--- config.mk ---
export PLATFORM = sky130hd
export DESIGN_NAME = hazard_stall_ctrl_flat
export DESIGN_NICKNAME = d
export VERILOG_FILES = /design/src/rtl/hazard_stall_ctrl_if.sv /design/src/rtl/hazard_stall_ctrl.sv /design/src/flat_wrapper.sv
export SDC_FILE = /design/constraint.sdc
export NUM_CORES = 1
export LEC_CHECK = 0
export BUFFER_PORTS_ARGS = -buffer_cell sky130_fd_sc_hd__buf_4
export CORE_MARGIN = 2
export CORE_UTILIZATION = 45
export CTS_CLUSTER_DIAMETER = 100
export DETAILED_ROUTE_END_ITERATION = 12
export PLACE_DENSITY = 0.7
export SYNTH_ARGS = -nofsm -noshare
export SYNTH_HDL_FRONTEND = slang
export SYNTH_SLANG_ARGS = --single-unit
--- constraint.sdc ---
create_clock -name clk -period 2.7 [get_ports clk]
set_input_delay 0.27 -clock clk [delete_from_list [all_inputs] [get_ports clk]]
set_output_delay 0.27 -clock clk [all_outputs]
set_load 0.005 [all_outputs]
--- src/rtl/hazard_stall_ctrl_if.sv ---
// Decode/execute-side signals of the hazard and stall controller.
// The master drives the pipeline inputs; the slave is the controller.
interface hazard_stall_ctrl_if #(
  parameter int XLEN   = 32,
  parameter int REG_AW = 5,
  parameter int CNT_W  = 16
);
  logic [XLEN-1:0]   id_inst;
  logic [XLEN-1:0]   id_pc;
  logic [REG_AW-1:0] id_rs1_addr;
  logic [REG_AW-1:0] id_rs2_addr;
  logic              id_rs1_used;
  logic              id_rs2_used;
  logic              ex_load_en;
  logic [REG_AW-1:0] ex_rd_addr;
  logic              ex_mc_start;
  logic              branch_taken;
  logic              stall_f;
  logic              stall_d;
  logic              bubble_d;
  logic              bubble_e;
  logic              flush_fd;
  logic [XLEN-1:0]   inst_out;
  logic [XLEN-1:0]   pc_out;
  logic              busy;
  logic [CNT_W-1:0]  stall_count;

  modport master (
    output id_inst, id_pc, id_rs1_addr, id_rs2_addr, id_rs1_used, id_rs2_used,
    output ex_load_en, ex_rd_addr, ex_mc_start, branch_taken,
    input  stall_f, stall_d, bubble_d, bubble_e, flush_fd,
    input  inst_out, pc_out, busy, stall_count
  );

  modport slave (
    input  id_inst, id_pc, id_rs1_addr, id_rs2_addr, id_rs1_used, id_rs2_used,
    input  ex_load_en, ex_rd_addr, ex_mc_start, branch_taken,
    output stall_f, stall_d, bubble_d, bubble_e, flush_fd,
    output inst_out, pc_out, busy, stall_count
  );
endinterface

--- src/rtl/hazard_stall_ctrl.sv ---
// Load-use / multi-cycle-EX stall controller with branch flush, decode replay
// and a saturating stall-cycle counter.
module hazard_stall_ctrl #(
  parameter int              XLEN     = 32,
  parameter int              REG_AW   = 5,
  parameter int              LOAD_LAT = 1,
  parameter int              MC_LAT   = 4,
  parameter int              CNT_W    = 16,
  parameter logic [XLEN-1:0] NOP_INST = 32'h00000013
) (
  input logic              clk,
  input logic              reset,
  hazard_stall_ctrl_if.slave bus
);

  localparam int MAX_LAT = (LOAD_LAT > MC_LAT) ? LOAD_LAT : MC_LAT;
  localparam int LW      = (MAX_LAT > 2) ? $clog2(MAX_LAT) : 1;
  localparam logic [LW-1:0] LD_INIT = LW'((LOAD_LAT > 1) ? (LOAD_LAT - 2) : 0);
  localparam logic [LW-1:0] MC_INIT = LW'((MC_LAT > 1) ? (MC_LAT - 2) : 0);

  typedef enum logic [1:0] {
    IDLE     = 2'd0,
    LD_STALL = 2'd1,
    MC_BUSY  = 2'd2
  } state_e;

  state_e           state_q;
  logic [LW-1:0]    cnt_q;
  logic [XLEN-1:0]  hold_inst_q;
  logic [XLEN-1:0]  hold_pc_q;
  logic [CNT_W-1:0] stall_cnt_q;

  logic             hz_s;
  logic             stall_f_s;
  logic             stall_d_s;
  logic             bubble_d_s;
  logic             bubble_e_s;
  logic             flush_fd_s;
  logic             busy_s;
  logic [XLEN-1:0]  inst_s;
  logic [XLEN-1:0]  pc_s;
  logic [CNT_W-1:0] count_s;

  // Stall/flush decode from current state and decode/execute inputs
  always_comb begin
    hz_s = bus.ex_load_en && (bus.ex_rd_addr != '0) &&
           ((bus.id_rs1_used && (bus.id_rs1_addr == bus.ex_rd_addr)) ||
            (bus.id_rs2_used && (bus.id_rs2_addr == bus.ex_rd_addr)));
    stall_f_s  = 1'b0;
    stall_d_s  = 1'b0;
    bubble_d_s = 1'b0;
    bubble_e_s = 1'b0;
    flush_fd_s = 1'b0;
    busy_s     = 1'b0;
    inst_s     = bus.id_inst;
    pc_s       = bus.id_pc;
    count_s    = stall_cnt_q;
    if (reset) begin
      count_s = '0;
    end else begin
      case (state_q)
        IDLE: begin
          // In IDLE the instruction being captured is the one on id_inst
          if (bus.branch_taken) begin
            flush_fd_s = 1'b1;
            bubble_d_s = 1'b1;
          end else if (bus.ex_mc_start) begin
            stall_f_s  = 1'b1;
            stall_d_s  = 1'b1;
            bubble_e_s = 1'b1;
          end else if (hz_s) begin
            stall_f_s  = 1'b1;
            bubble_d_s = 1'b1;
          end else begin
            stall_f_s  = 1'b0;
          end
        end
        LD_STALL: begin
          busy_s = 1'b1;
          inst_s = hold_inst_q;
          pc_s   = hold_pc_q;
          if (bus.branch_taken) begin
            flush_fd_s = 1'b1;
            bubble_d_s = 1'b1;
          end else begin
            stall_f_s  = 1'b1;
            bubble_d_s = 1'b1;
          end
        end
        MC_BUSY: begin
          busy_s     = 1'b1;
          inst_s     = hold_inst_q;
          pc_s       = hold_pc_q;
          stall_f_s  = 1'b1;
          stall_d_s  = 1'b1;
          bubble_e_s = 1'b1;
        end
        default: begin
          busy_s = 1'b0;
        end
      endcase
    end
  end

  // FSM, replay hold registers and saturating stall counter
  always_ff @(posedge clk) begin
    if (reset) begin
      state_q     <= IDLE;
      cnt_q       <= '0;
      hold_inst_q <= NOP_INST;
      hold_pc_q   <= '0;
      stall_cnt_q <= '0;
    end else begin
      if (stall_f_s && (stall_cnt_q != '1)) begin
        stall_cnt_q <= stall_cnt_q + CNT_W'(1);
      end
      case (state_q)
        IDLE: begin
          if (bus.branch_taken) begin
            state_q <= IDLE;
          end else if (bus.ex_mc_start) begin
            hold_inst_q <= bus.id_inst;
            hold_pc_q   <= bus.id_pc;
            if (MC_LAT > 1) begin
              state_q <= MC_BUSY;
              cnt_q   <= MC_INIT;
            end
          end else if (hz_s) begin
            hold_inst_q <= bus.id_inst;
            hold_pc_q   <= bus.id_pc;
            if (LOAD_LAT > 1) begin
              state_q <= LD_STALL;
              cnt_q   <= LD_INIT;
            end
          end
        end
        LD_STALL: begin
          if (bus.branch_taken || (cnt_q == '0)) begin
            state_q <= IDLE;
          end else begin
            cnt_q <= cnt_q - LW'(1);
          end
        end
        MC_BUSY: begin
          if (cnt_q == '0) begin
            state_q <= IDLE;
          end else begin
            cnt_q <= cnt_q - LW'(1);
          end
        end
        default: begin
          state_q <= IDLE;
        end
      endcase
    end
  end

  assign bus.stall_f     = stall_f_s;
  assign bus.stall_d     = stall_d_s;
  assign bus.bubble_d    = bubble_d_s;
  assign bus.bubble_e    = bubble_e_s;
  assign bus.flush_fd    = flush_fd_s;
  assign bus.busy        = busy_s;
  assign bus.inst_out    = inst_s;
  assign bus.pc_out      = pc_s;
  assign bus.stall_count = count_s;

endmodule

--- src/flat_wrapper.sv ---
// flat-port wrapper written by rule: the top's interface ports become plain ports
module hazard_stall_ctrl_flat 
#(
  parameter int              XLEN     = 32,
  parameter int              REG_AW   = 5,
  parameter int              LOAD_LAT = 1,
  parameter int              MC_LAT   = 4,
  parameter int              CNT_W    = 16,
  parameter logic [XLEN-1:0] NOP_INST = 32'h00000013
)
  (clk, reset, bus_id_inst, bus_id_pc, bus_id_rs1_addr, bus_id_rs2_addr, bus_id_rs1_used, bus_id_rs2_used, bus_ex_load_en, bus_ex_rd_addr, bus_ex_mc_start, bus_branch_taken, bus_stall_f, bus_stall_d, bus_bubble_d, bus_bubble_e, bus_flush_fd, bus_inst_out, bus_pc_out, bus_busy, bus_stall_count);
  hazard_stall_ctrl_if #(.XLEN(XLEN), .REG_AW(REG_AW), .CNT_W(CNT_W)) bus_i ();
  input logic clk;
  input logic reset;
  input wire logic [$bits(bus_i.id_inst)-1:0] bus_id_inst;
  input wire logic [$bits(bus_i.id_pc)-1:0] bus_id_pc;
  input wire logic [$bits(bus_i.id_rs1_addr)-1:0] bus_id_rs1_addr;
  input wire logic [$bits(bus_i.id_rs2_addr)-1:0] bus_id_rs2_addr;
  input wire logic [$bits(bus_i.id_rs1_used)-1:0] bus_id_rs1_used;
  input wire logic [$bits(bus_i.id_rs2_used)-1:0] bus_id_rs2_used;
  input wire logic [$bits(bus_i.ex_load_en)-1:0] bus_ex_load_en;
  input wire logic [$bits(bus_i.ex_rd_addr)-1:0] bus_ex_rd_addr;
  input wire logic [$bits(bus_i.ex_mc_start)-1:0] bus_ex_mc_start;
  input wire logic [$bits(bus_i.branch_taken)-1:0] bus_branch_taken;
  output wire logic [$bits(bus_i.stall_f)-1:0] bus_stall_f;
  output wire logic [$bits(bus_i.stall_d)-1:0] bus_stall_d;
  output wire logic [$bits(bus_i.bubble_d)-1:0] bus_bubble_d;
  output wire logic [$bits(bus_i.bubble_e)-1:0] bus_bubble_e;
  output wire logic [$bits(bus_i.flush_fd)-1:0] bus_flush_fd;
  output wire logic [$bits(bus_i.inst_out)-1:0] bus_inst_out;
  output wire logic [$bits(bus_i.pc_out)-1:0] bus_pc_out;
  output wire logic [$bits(bus_i.busy)-1:0] bus_busy;
  output wire logic [$bits(bus_i.stall_count)-1:0] bus_stall_count;
  assign bus_i.id_inst = bus_id_inst;
  assign bus_i.id_pc = bus_id_pc;
  assign bus_i.id_rs1_addr = bus_id_rs1_addr;
  assign bus_i.id_rs2_addr = bus_id_rs2_addr;
  assign bus_i.id_rs1_used = bus_id_rs1_used;
  assign bus_i.id_rs2_used = bus_id_rs2_used;
  assign bus_i.ex_load_en = bus_ex_load_en;
  assign bus_i.ex_rd_addr = bus_ex_rd_addr;
  assign bus_i.ex_mc_start = bus_ex_mc_start;
  assign bus_i.branch_taken = bus_branch_taken;
  assign bus_stall_f = bus_i.stall_f;
  assign bus_stall_d = bus_i.stall_d;
  assign bus_bubble_d = bus_i.bubble_d;
  assign bus_bubble_e = bus_i.bubble_e;
  assign bus_flush_fd = bus_i.flush_fd;
  assign bus_inst_out = bus_i.inst_out;
  assign bus_pc_out = bus_i.pc_out;
  assign bus_busy = bus_i.busy;
  assign bus_stall_count = bus_i.stall_count;
  hazard_stall_ctrl #(.XLEN(XLEN), .REG_AW(REG_AW), .LOAD_LAT(LOAD_LAT), .MC_LAT(MC_LAT), .CNT_W(CNT_W), .NOP_INST(NOP_INST)) u_core (.clk(clk), .reset(reset), .bus(bus_i));
endmodule
# [Word level (Yosys, flattened, before mapping)]
# Cells that the tools add are included.
[totals] register_bits=84 input_bits=86 out_inout_bits=86 wordCells=74
[op_classes] n_eq_ne=12 n_addsub=2 reduce_logical=17 mux=37 bitwise_logic=1
[op_table] cell="$mux 32" n=8
[op_table] cell="$add 16x1->16 const B" n=1
[op_table] cell="$mux 1" n=16
[op_table] cell="$mux 16" n=1
[op_table] cell="$ne 16x16->1 const B" n=1
[op_table] cell="$mux 2" n=7
[op_table] cell="$pmux 2 s3" n=2
[op_table] cell="$eq 5x5->1" n=2
[op_table] cell="$ne 2x2->1 const B" n=4
[op_table] cell="$reduce_and 3->1" n=2
[op_table] cell="$logic_and 1x1->1" n=5
[op_table] cell="$reduce_and 5->1" n=1
[op_table] cell="$reduce_bool 5->1" n=1
[op_table] cell="$logic_not 2->1" n=2
[op_table] cell="$ne 2x1->1 const B" n=2
[op_table] cell="$pmux 1 s2" n=2
[op_table] cell="$reduce_or 2->1" n=2
[op_table] cell="$ne 3x3->1 const B" n=1
[op_table] cell="$pmux 1 s3" n=1
[op_table] cell="$reduce_bool 3->1" n=1
[op_table] cell="$eq 2x1->1 const B" n=1
[op_table] cell="$eq 2x2->1 const B" n=1
[op_table] cell="$logic_or 1x1->1" n=2
[op_table] cell="$reduce_bool 2->1" n=1
[op_table] cell="2 further kinds" n=2

# [Depth between registers and ports, before layout]
# Gate-level depths: netlist of the first run.
[logic_depth] ltp_word=10 mapped_depth=8 ltp_nobuf=6

# [Worst setup path after synthesis of the first run]
# Ideal clock, no wire load.
[synth_timing] path_kind="input-to-reg" start="input bus_ex_rd_addr[4]" end="register u_core.stall_cnt_q[5]" setup_time_ns=0.121 t_arrival_ns=1.842 stages=7 n_path_buf=1 path_slack_ns=0.737 required_ns=2.579 path_cell_list="xor2_1 > nor4_1 > a32oi_1 > o21a_1 > buf_6 > nor4b_1 > mux2_2"
[synth_between] elab_chain_len=10 elab_cells_between_ends=14 cone_classes="eq/ne (2); mux (5); reduce/logical (7)"
[synth_rtl] item="start, declared" line_no="flat_wrapper.sv:22" rtl="input wire logic [$bits(bus_i.ex_rd_addr)-1:0] bus_ex_rd_addr;"
[synth_rtl] item="$eq 5x5->1 (on tied branches)" line_no="hazard_stall_ctrl.sv:47, hazard_stall_ctrl.sv:48"
[synth_rtl] item="$logic_and 1x1->1 (on tied branches)" line_no="hazard_stall_ctrl.sv:47, hazard_stall_ctrl.sv:48"
[synth_rtl] item="$logic_or 1x1->1" line_no="hazard_stall_ctrl.sv:47" rtl="((bus.id_rs1_used && (bus.id_rs1_addr == bus.ex_rd_addr)) ||"
[synth_rtl] item="$logic_and 1x1->1 (*)" line_no="hazard_stall_ctrl.sv:46" rtl="hz_s = bus.ex_load_en && (bus.ex_rd_addr != '0) &&"
[synth_rtl] item="$mux 1 (*)" line_no="hazard_stall_ctrl.sv:71" rtl="end else if (hz_s) begin"
[synth_rtl] item="$mux 1 (*)" line_no="hazard_stall_ctrl.sv:67" rtl="end else if (bus.ex_mc_start) begin"
[synth_rtl] item="$mux 1 (*)" line_no="hazard_stall_ctrl.sv:64" rtl="if (bus.branch_taken) begin"
[synth_rtl] item="$pmux 1 s3 (*)" line_no="hazard_stall_ctrl.sv:61" rtl="case (state_q)"
[synth_rtl] item="$mux 1 (*)" line_no="hazard_stall_ctrl.sv:58" rtl="if (reset) begin"
[synth_rtl] item="$logic_and 1x1->1 (*)" line_no="hazard_stall_ctrl.sv:114" rtl="if (stall_f_s && (stall_cnt_q != '1)) begin"
[synth_rtl] item="end signal, assigned" line_no="hazard_stall_ctrl.sv:115" rtl="stall_cnt_q <= stall_cnt_q + CNT_W'(1);"
[synth_rtl] item="end, declared" line_no="hazard_stall_ctrl.sv:31" rtl="logic [CNT_W-1:0] stall_cnt_q;"
# Every way passes the cells marked *; elsewhere a longest branch is shown, timed or not.
# A chain may end at the register's enable or synchronous reset.

# [Final worst setup path of the first run]
[layout_timing] start="register u_core.state_q[1]" end="output bus_pc_out[18]"
[layout_between] elab_chain_len=4 elab_cells_between_ends=5 cone_classes="eq/ne (2); mux (2); reduce/logical (1)"
[layout_rtl] item="start, declared" line_no="hazard_stall_ctrl.sv:27" rtl="state_e state_q;"
[layout_rtl] item="start signal, assigned" line_no="hazard_stall_ctrl.sv:108" rtl="state_q <= IDLE;"
[layout_rtl] item="start signal, assigned" line_no="hazard_stall_ctrl.sv:120" rtl="state_q <= IDLE;"
[layout_rtl] item="start signal, assigned" line_no="hazard_stall_ctrl.sv:125" rtl="state_q <= MC_BUSY;"
[layout_rtl] item="$eq 2x1->1 / $eq 2x2->1 (equally long branches)" line_no="hazard_stall_ctrl.sv:61"
[layout_rtl] item="$reduce_or 2->1 (no source line) (*)"
[layout_rtl] item="$mux 32 (*)" line_no="hazard_stall_ctrl.sv:61"
[layout_rtl] item="$mux 32 (*)" line_no="hazard_stall_ctrl.sv:58"
[layout_rtl] item="end, declared" line_no="flat_wrapper.sv:31" rtl="output wire logic [$bits(bus_i.pc_out)-1:0] bus_pc_out;"
# Marks and branches as above.

==> results of run 1 <==
-- worst min-delay path, cell delays in order --
cell	delay [ns]
buf_4	0.11
nand2b_1	0.06
mux2i_1	0.06
-- metal layers --
metal | vias to the layer above | share of wire
met2 | 106 | 0.48
met5 | - | 0
li1 | 2011 | -
met1 | 1809 | 0.44
met3 | 19 | 0.055
met4 | 0 | 0.022
-- cell usage in the layout (no fill, tap or decap), types with 2 or more instances in the layout --
master | netlist | final
inv_1 | 4 | 4
mux2i_1 | 64 | 64
nand3_1 | 4 | 4
or4_1 | 3 | 3
dfxtp_1 | 83 | 83
mux2_2 | 75 | 75
xnor2_1 | 3 | 3
nor3b_1 | 3 | 3
nor4_1 | 4 | 4
clkinv_4 | 0 | 2
o21a_1 | 3 | 2
nand2_1 | 7 | 7
o21ai_0 | 3 | 3
xor2_1 | 8 | 8
nand2b_1 | 124 | 123
buf_4 | 2 | 174
clkbuf_8 | 0 | 10
nor3_1 | 11 | 11
ha_1 | 2 | 2
buf_12 | 0 | 3
nor2_1 | 27 | 27
nor2b_1 | 17 | 17
bufinv_16 | 0 | 3
o41ai_1 | 2 | 2
a21oi_1 | 6 | 6
and3_1 | 3 | 3
nand4_1 | 3 | 3
-- worst paths after layout --
kind / startpoint / to / slack (ns) / cells after the start
hold reg to reg: u_core.hold_pc_q[21] / u_core.hold_pc_q[21] / 0.47 / 2
setup reg to reg: u_core.stall_cnt_q[9] / u_core.stall_cnt_q[5] / 0.60 / 6
hold / removal: bus_id_pc[10] / u_core.hold_pc_q[10] / 0.18 / 3
setup / recovery: u_core.state_q[1] / bus_pc_out[18] / 0.45 / 4
-- power groups by stage --
stage	Sequential [W]	Clock (W)	Combinational (W)
finish	0.00132	0.00110	0.000593
global route	0.00132	0.00119	0.000649
CTS	0.00132	0.00114	0.000601
detailed placement	0.00134	0	0.000598
global placement	0.00134	0	0.000586
floorplan	0.00133	0	0.000323
-- per-stage QoR --
| stage | util | hold WS, ns | cell area (um^2) |
|---|---|---|---|
| final | 0.623 | 0.182 | 6430 |
| after global routing | 0.623 | 0.168 | 6430 |
| after CTS | 0.623 | 0.160 | 6430 |
| after detailed placement | 0.599 | 0.462 | 6180 |
| after global placement | 0.599 | 0.455 | 6180 |
| after floorplan | - | 0.425 | 4800 |
-- cell families (layout without fill, tap and decap cells) --
kind of cell,after synthesis,count (layout)
AO/OA/AOI/OAI,17,17
multiplexers,139,139
adder cells (fa/ha/maj),2,2
flip-flops,83,83
buffers and inverters,42,197
XOR/XNOR,11,11
AND/OR/NAND/NOR,212,212
-- registers in the layout (all words and copies together) (netlist names) --
signal / cells
u_core.cnt_q: 2
u_core.hold_pc_q: 32
u_core.hold_inst_q: 32
u_core.stall_cnt_q: 16
u_core.state_q: 1
-- cell type report --
cell class | count | area [um^2] | area share
multi-input combinational | 381 | 2970 | 0.461
sequential | 83 | 1660 | 0.258
timing repair buffer | 177 | 1370 | 0.212
tap | 136 | 170 | 0.0265
clock buffer | 10 | 138 | 0.0214
clock inverter | 6 | 113 | 0.0175
inverter | 4 | 15.0 | 0.00233
==> results.md, run 1 <==
- Net Count, Synth: 594
- #FFs+latches synth: 83
- Initial antenna violation count: 0
- Overall power: 0.00301 W
- Area Overhead vs Synth: 34.1%
- Period utilization: 0.835
- Met1 Usage GRT: 0.244
- Area fraction of the dominant cell type after synthesis: 0.346
- Slowest stage delay, CP: 0.42 ns
- Clock Skew: 0.00924 ns
- First-pass GRT wire length: 18.1 mm
- Hpwl dp: 7.93 mm
- Relative slew slack: 0.550
- Inserted Diodes: 0
- Run status: complete, no violations
- Die width: 107 um
- Comb pwr share: 0.197
- CTS H-tree depth: 3
- Layout fillers: 873
- Post-CTS Resized: 0
- Setup_tns: 0 ns
- Least-Margin Pin Slew: 0.675 ns
- Switching power: 0.000730 W
- Drc violations: 0
- CTS tree: built
- Worst-path cell chain: nand2b_4 -> buf_12 -> mux2_2 -> buf_4
- Global route hottest layer: met2
- Peak VDD IR: 273 uV
- Register area share after synthesis: 0.346
- Buf+Inv Stages, Crit Path: 2
- Critical Path Source Type: flip-flop
- Die ar.: 11500 um^2
- Drt via density: 4.95
- Post-cts hold buffer count: 0
- Clk sinks: 83
- Crit path required time: 2.43 ns
- DP Cell Count: 781
- Crit path DAT: 1.98 ns
- Cell Int Power: 0.00228 W
- Max-cap violation count: 0
- Grt met3 use: 0.0400
- Max Freq: 444 MHz
- Clk buf depth: 2
- Pre-antenna DRT Iters: 4
- Final WS setup: 0.447 ns
- Number of port buffers: 171
- Mux cell area share after synthesis: 0.310
- Core area: 10300 um^2
- Largest net degree at the start of global routing: 85
- Synth cell count leaders: 124 x nand2b_1, 83 x dfxtp_1, 75 x mux2_2
- Critical path class: reg2out
- Initial Util: 0.465
- Worst-path fanout max: 39
- Placer Congestion: 0.804
- DR WL/cell: 13.9 um
- CTS Root Cell: clkbuf_8
- Clock network power share: 0.366
- I/O pins: 172
- Number of flops mapped to enable cells by yosys: 0
- Post-CTS Setup Bufs: 0
- DRT iter0 DRCs: 145
- LEAKAGE: 2.72 nW
- Overflow after GRT: 0
- Largest family of logic cells by synthesized area: multiplexers
- Count leader, synth: nand2b_1
- DP Worst Slack: 0.406 ns
- Overall die height: 107 um
- Max-slew violation count: 0
- Worst-path clk slew: 0.09 ns
- GRT met2 Usage: 0.319
- Gr usage total: 0.194
- Fin. Hold Viols: 0
- Yosys warning total: 0
- CP delay by family, top: buffers and inverters
- Routed WL: 11.1 mm
- Fin crit period: 2.25 ns
- Seq pwr share: 0.437
- Synth Area in Adders: 0.00522
- Pwr/cell area: 468 nW/um^2
- Asr flop ratio synth: 0
- Row count: 37
- Nets@finish: 744
- RSZ-0062 raised after global routing: no
- Layout Cells excl Fill: 797
- Cells after synthesis: 506
- Vias in the first global route: 3817
- Clk Latency, worst-skew pair: 0.35 ns
- CTS buffer count: 9
- Most used DFF post-synth: dfxtp_1
- Setup-failing EPs final: 0
- Main area contributors after synthesis: dfxtp_1 35%, mux2_2 18%, nand2b_1 16%, mux2i_1 13%, nor2b_1 2.2%
- Synth Area in Simple Gates: 0.257
- Avg Inst Size Synth: 9.48 um^2
- Post-synth top area cell: dfxtp_1
- Hold Crit Class: in2reg
- Switch share: 0.242
- Share of cells above drive strength 1: 0.410
- Post-synthesis compound-gate area fraction: 0.0232
- Post-Synth XOR/XNOR Area: 0.0201
- CP Capture Type: primary output
- Netlist cell types: 35
- Post-DRT Antenna Nets: 0
- CP max-delay cell: dfxtp_1
- Synth Cell Area: 4800 um^2
- DR vias: 3945
No activity file was read; power rests on OpenSTA's default activity.
==> inputs of run 2 (changes only) <==
Clock period 2.7 ns to 2.3 ns, I/O delays scaled along.
==> results.md, run 2 (same netlist as run 1, synthesis figures left out) <==
- Run status: complete, no violations
- Row count: 37
- DP Worst Slack: 0.0627 ns
- Die width: 107 um
- Slowest stage delay, CP: 0.60 ns
- RSZ-0062 raised after global routing: no
- Inserted Diodes: 0
- Cell Int Power: 0.00247 W
- Clock Skew: 0.00737 ns
- Nets@finish: 746
- Setup_tns: 0 ns
- Share of cells above drive strength 1: 0.406
- Area Overhead vs Synth: 34.1%
- Switching power: 0.000831 W
- Clk Latency, worst-skew pair: 0.35 ns
- CTS Root Cell: clkbuf_8
- Post-CTS Resized: 0
- Initial Util: 0.465
- Placer Congestion: 0.837
- Setup-failing EPs final: 0
- Hpwl dp: 8.01 mm
- First-pass GRT wire length: 18.1 mm
- DR vias: 3958
- Fin crit period: 2.12 ns
- Hold Crit Class: in2reg
- Clock network power share: 0.314
- Vias in the first global route: 3850
- Top Registers: u_core.hold_inst_q x32, u_core.hold_pc_q x32, u_core.stall_cnt_q x16
- Most frequent cells in the layout: 172 x buf_4, 123 x nand2b_1, 83 x dfxtp_1, 75 x mux2_2, 64 x mux2i_1
- Drt via density: 4.95
- Worst-path clk slew: 0.08 ns
- Final WS setup: 0.179 ns
- Post-CTS Setup Bufs: 0
- Area of the multi-input gates: 2970 um^2
- Routed WL: 11.4 mm
- CTS tree: built
- Max-slew violation count: 0
- Crit path DAT: 2.36 ns
- Max-cap violation count: 0
- Gr usage total: 0.195
- Post-cts hold buffer count: 0
- Overall power: 0.00330 W
- Overflow after GRT: 0
- Seq pwr share: 0.468
- Worst-path cell chain: ha_1 -> nand3_1 -> nor2_1 -> and4_1 -> nor4b_1 -> mux2_2
- Pre-antenna DRT Iters: 4
- CTS buffer count: 9
- Fin. Hold Viols: 0
- Peak VDD IR: 253 uV
- CTS H-tree depth: 3
- Period utilization: 0.922
- Relative slew slack: 0.617
- LEAKAGE: 2.72 nW
- Die ar.: 11500 um^2
- I/O pins: 172
- Comb pwr share: 0.218
- Largest net degree at the start of global routing: 168
- Least-Margin Pin Slew: 0.574 ns
- Layout fillers: 869
- Initial antenna violation count: 0
- Post-DRT Antenna Nets: 0
- Switch share: 0.252
- Critical path class: reg2reg
- Critical Path Source Type: flip-flop
- Max Freq: 471 MHz
- Worst-path fanout max: 16
- Core area: 10300 um^2
- Overall die height: 107 um
- CP max-delay cell: and4_1
- Clk sinks: 83
- Reg-to-reg slack, setup: 0.18 ns
- Drc violations: 0
- Clk buf depth: 2
- CP Capture Type: flip-flop
- Most common cell after layout, fill and taps aside: buf_4
- Number of port buffers: 171
- DRT iter0 DRCs: 178
- Storage element area: 1660 um^2
- DR WL/cell: 14.2 um
- Crit path required time: 2.54 ns
- Pwr/cell area: 513 nW/um^2
-- run 2: changes by cell type in the layout (fill, tap and decap cells not counted), sizes merged --
cell / delta
buf: +2
clkbuf: +4
clkinv: -2
bufinv: -2
-- run 2: layout make-up --
class,count,share of cell area
Clock buffer,14,0.0237
Clock inverter,2,0.00545
Inverter,4,0.00233
Multi-Input combinational cell,381,0.461
Sequential cell,83,0.258
Tap cell,136,0.0264
Timing Repair Buffer,179,0.222
-- run 2: final timing paths --
path | start | end | cells past startpoint
worst max-delay path | u_core.stall_cnt_q[0] | u_core.stall_cnt_q[5] | 6
worst min-delay path | bus_id_inst[4] | u_core.hold_inst_q[4] | 3
worst max register to register | u_core.stall_cnt_q[0] | u_core.stall_cnt_q[5] | 6
worst min register to register | u_core.hold_pc_q[7] | u_core.hold_pc_q[7] | 2
-- run 2: stage by stage --
| stage | hold slack [ns] | cells | utilization | instance area (um^2) |
|---|---|---|---|---|
| 3_3_place_gp | 0.456 | 783 | 0.605 | 6250 |
| 4_1_cts | 0.132 | 799 | 0.623 | 6430 |
| 2_1_floorplan | 0.385 | 506 | - | 4800 |
| 5_1_grt | 0.138 | 799 | 0.623 | 6430 |
| 6_report | 0.145 | 799 | 0.623 | 6430 |
| 3_5_place_dp | 0.462 | 783 | 0.605 | 6250 |
-- run 2: metal layers --
| metal | part of all wire | wire length [um] | track usage |
|---|---|---|---|
| met1 | 0.46 | 5190 | 0.255 |
| met2 | 0.47 | 5400 | 0.321 |
| met3 | 0.052 | 589 | 0.0321 |
| met4 | 0.018 | 207 | 0.0788 |
| met5 | 0 | 0 | 0 |
-- run 2: power by group through the flow --
| stage | sequential (W) | clock, W | combinational, W |
|---|---|---|---|
| after floorplan | 0.00156 | 0 | 0.000379 |
| after global placement | 0.00157 | 0 | 0.000709 |
| after detailed placement | 0.00158 | 0 | 0.000723 |
| after CTS | 0.00155 | 0.00107 | 0.000727 |
| after global routing | 0.00155 | 0.00113 | 0.000782 |
| final | 0.00155 | 0.00104 | 0.000719 |
-- run 2: critical path, delay by kind of cell, from the launching register on --
kind	cells	cell delay [ns]
AND/OR/NAND/NOR	4	1.09
multiplexers	1	0.29
adder cells (fa/ha/maj)	1	0.21
flip-flops	1	0.43
==> inputs of run 3 (changes only) <==
Settings changed: RECOVER_POWER set to 25.
==> results.md, run 3 (same netlist as run 1, synthesis figures left out) <==
- Peak VDD IR: 251 uV
- Clk sinks: 83
- Placer Congestion: 0.837
- Clock Skew: 0.00684 ns
- Run status: complete, no violations
- Inserted Diodes: 0
- Post-CTS Resized: 0
- Initial antenna violation count: 0
- CTS buffer count: 9
- Nets@finish: 746
- Pwr/cell area: 514 nW/um^2
- Post-DRT Antenna Nets: 0
- Overall die height: 107 um
- Most common cell after layout, fill and taps aside: buf_4
- Reg-to-reg slack, setup: 0.19 ns
- Crit path DAT: 1.93 ns
- Hpwl dp: 8.01 mm
- Least-Margin Pin Slew: 1.33 ns
- DR WL/cell: 14.2 um
- Largest net degree at the start of global routing: 168
- Post-CTS Setup Bufs: 0
- I/O pins: 172
- Pre-antenna DRT Iters: 4
- FF-to-FF Start: u_core.stall_cnt_q[0]
- CP Launch Point: bus_ex_rd_addr[0]
- Overflow after GRT: 0
- Post-cts hold buffer count: 0
- Most frequent cells in the layout: 146 x buf_4, 123 x nand2b_1, 83 x dfxtp_1, 75 x mux2_2, 64 x mux2i_1
- Drt via density: 4.97
- Hold Crit Class: in2reg
- CTS Root Cell: clkbuf_8
- Fin. Hold Viols: 0
- Clk buf depth: 2
- DR vias: 3975
- RSZ-0062 raised after global routing: no
- Layout Cells excl Fill: 799
- Setup-failing EPs final: 0
- DRT iter0 DRCs: 162
- Vias in the first global route: 3850
- Die ar.: 11500 um^2
- Setup_tns: 0 ns
- Die width: 107 um
- Critical path class: in2out
- WHS Endpoint: u_core.hold_inst_q[4]
- Post-Place Cell Area: 6250 um^2
- Max-cap violation count: 0
- Period utilization: 0.941
- Fin crit period: 2.16 ns
- Max-slew violation count: 0
- Hold_ws: 0.145 ns
- Fin area: 6410 um^2
- Gr usage total: 0.195
- Worst-path clk slew: 0.08 ns
- Hold path startpoint: bus_id_inst[4]
- Hold Path Cell Cnt: 3
- Share of cells above drive strength 1: 0.404
- Worst R2R End: u_core.stall_cnt_q[5]
- DP Cell Count: 783
- Initial Util: 0.465
- Overall power: 0.00330 W
- Area Overhead vs Synth: 33.6%
- LEAKAGE: 2.70 nW
- Max Freq: 462 MHz
- Number of port buffers: 171
- CTS H-tree depth: 3
- CTS tree: built
- CP Capture Type: primary output
- Critical Path Source Type: input port
- Relative slew slack: 0.114
- Top Registers: u_core.hold_inst_q x32, u_core.hold_pc_q x32, u_core.stall_cnt_q x16
- R2R cell count: 6
- Crit path required time: 2.07 ns
- Core area: 10300 um^2
- Routed WL: 11.3 mm
- Drc violations: 0
- First-pass GRT wire length: 18.1 mm
- Clk Latency, worst-skew pair: 0.35 ns
- Worst-path fanout max: 20
- Row count: 37
-- run 3: routing by layer --
metal	wire length, um	global-route usage	share of wire
met1	5140	0.255	0.45
met4	207	0.0788	0.018
met5	0	0	0
met3	552	0.0321	0.049
met2	5430	0.321	0.48
-- run 3: critical path, cell delays in order --
cell	delay [ns]
buf_4	0.12
or4_1	0.50
o21ai_0	0.32
nand2b_1	0.19
o21a_1	0.16
buf_12	0.16
nor2_1	0.05
buf_4	0.19
-- run 3: worst max-delay path by stage --
stage,endpoint,slack [ns],cells after the start
detailed placement,u_core.stall_cnt_q[5],0.06,8
finish,bus_stall_f,0.14,8
CTS,bus_pc_out[18],0.19,4
global route,u_core.hold_pc_q[15],0.02,9
global placement,u_core.stall_cnt_q[5],0.17,8
floorplan,u_core.stall_cnt_q[10],0.35,8
-- run 3: area by class of cell --
class / instances / area (um^2)
clock buffers: 14 / 153
multi-input cells: 381 / 2960
inverters: 4 / 15.0
flip-flops and latches: 83 / 1660
well taps: 136 / 170
fillers: 870 / 3910
clock inverters: 2 / 35.0
repair buffers: 179 / 1420
-- run 3: stage by stage --
step / util / setup slack [ns]
after detailed placement: 0.605 / 0.0627
after CTS: 0.623 / 0.195
after global routing: 0.621 / 0.0197
final: 0.621 / 0.136
after global placement: 0.605 / 0.171
after floorplan: - / 0.354
-- run 3: power by group --
part	total, W	internal, W	switching (W)
Clock	0.00103	0.000533	0.000502
Sequential	0.00155	0.00150	0.0000405
Combinational	0.000715	0.000430	0.000285
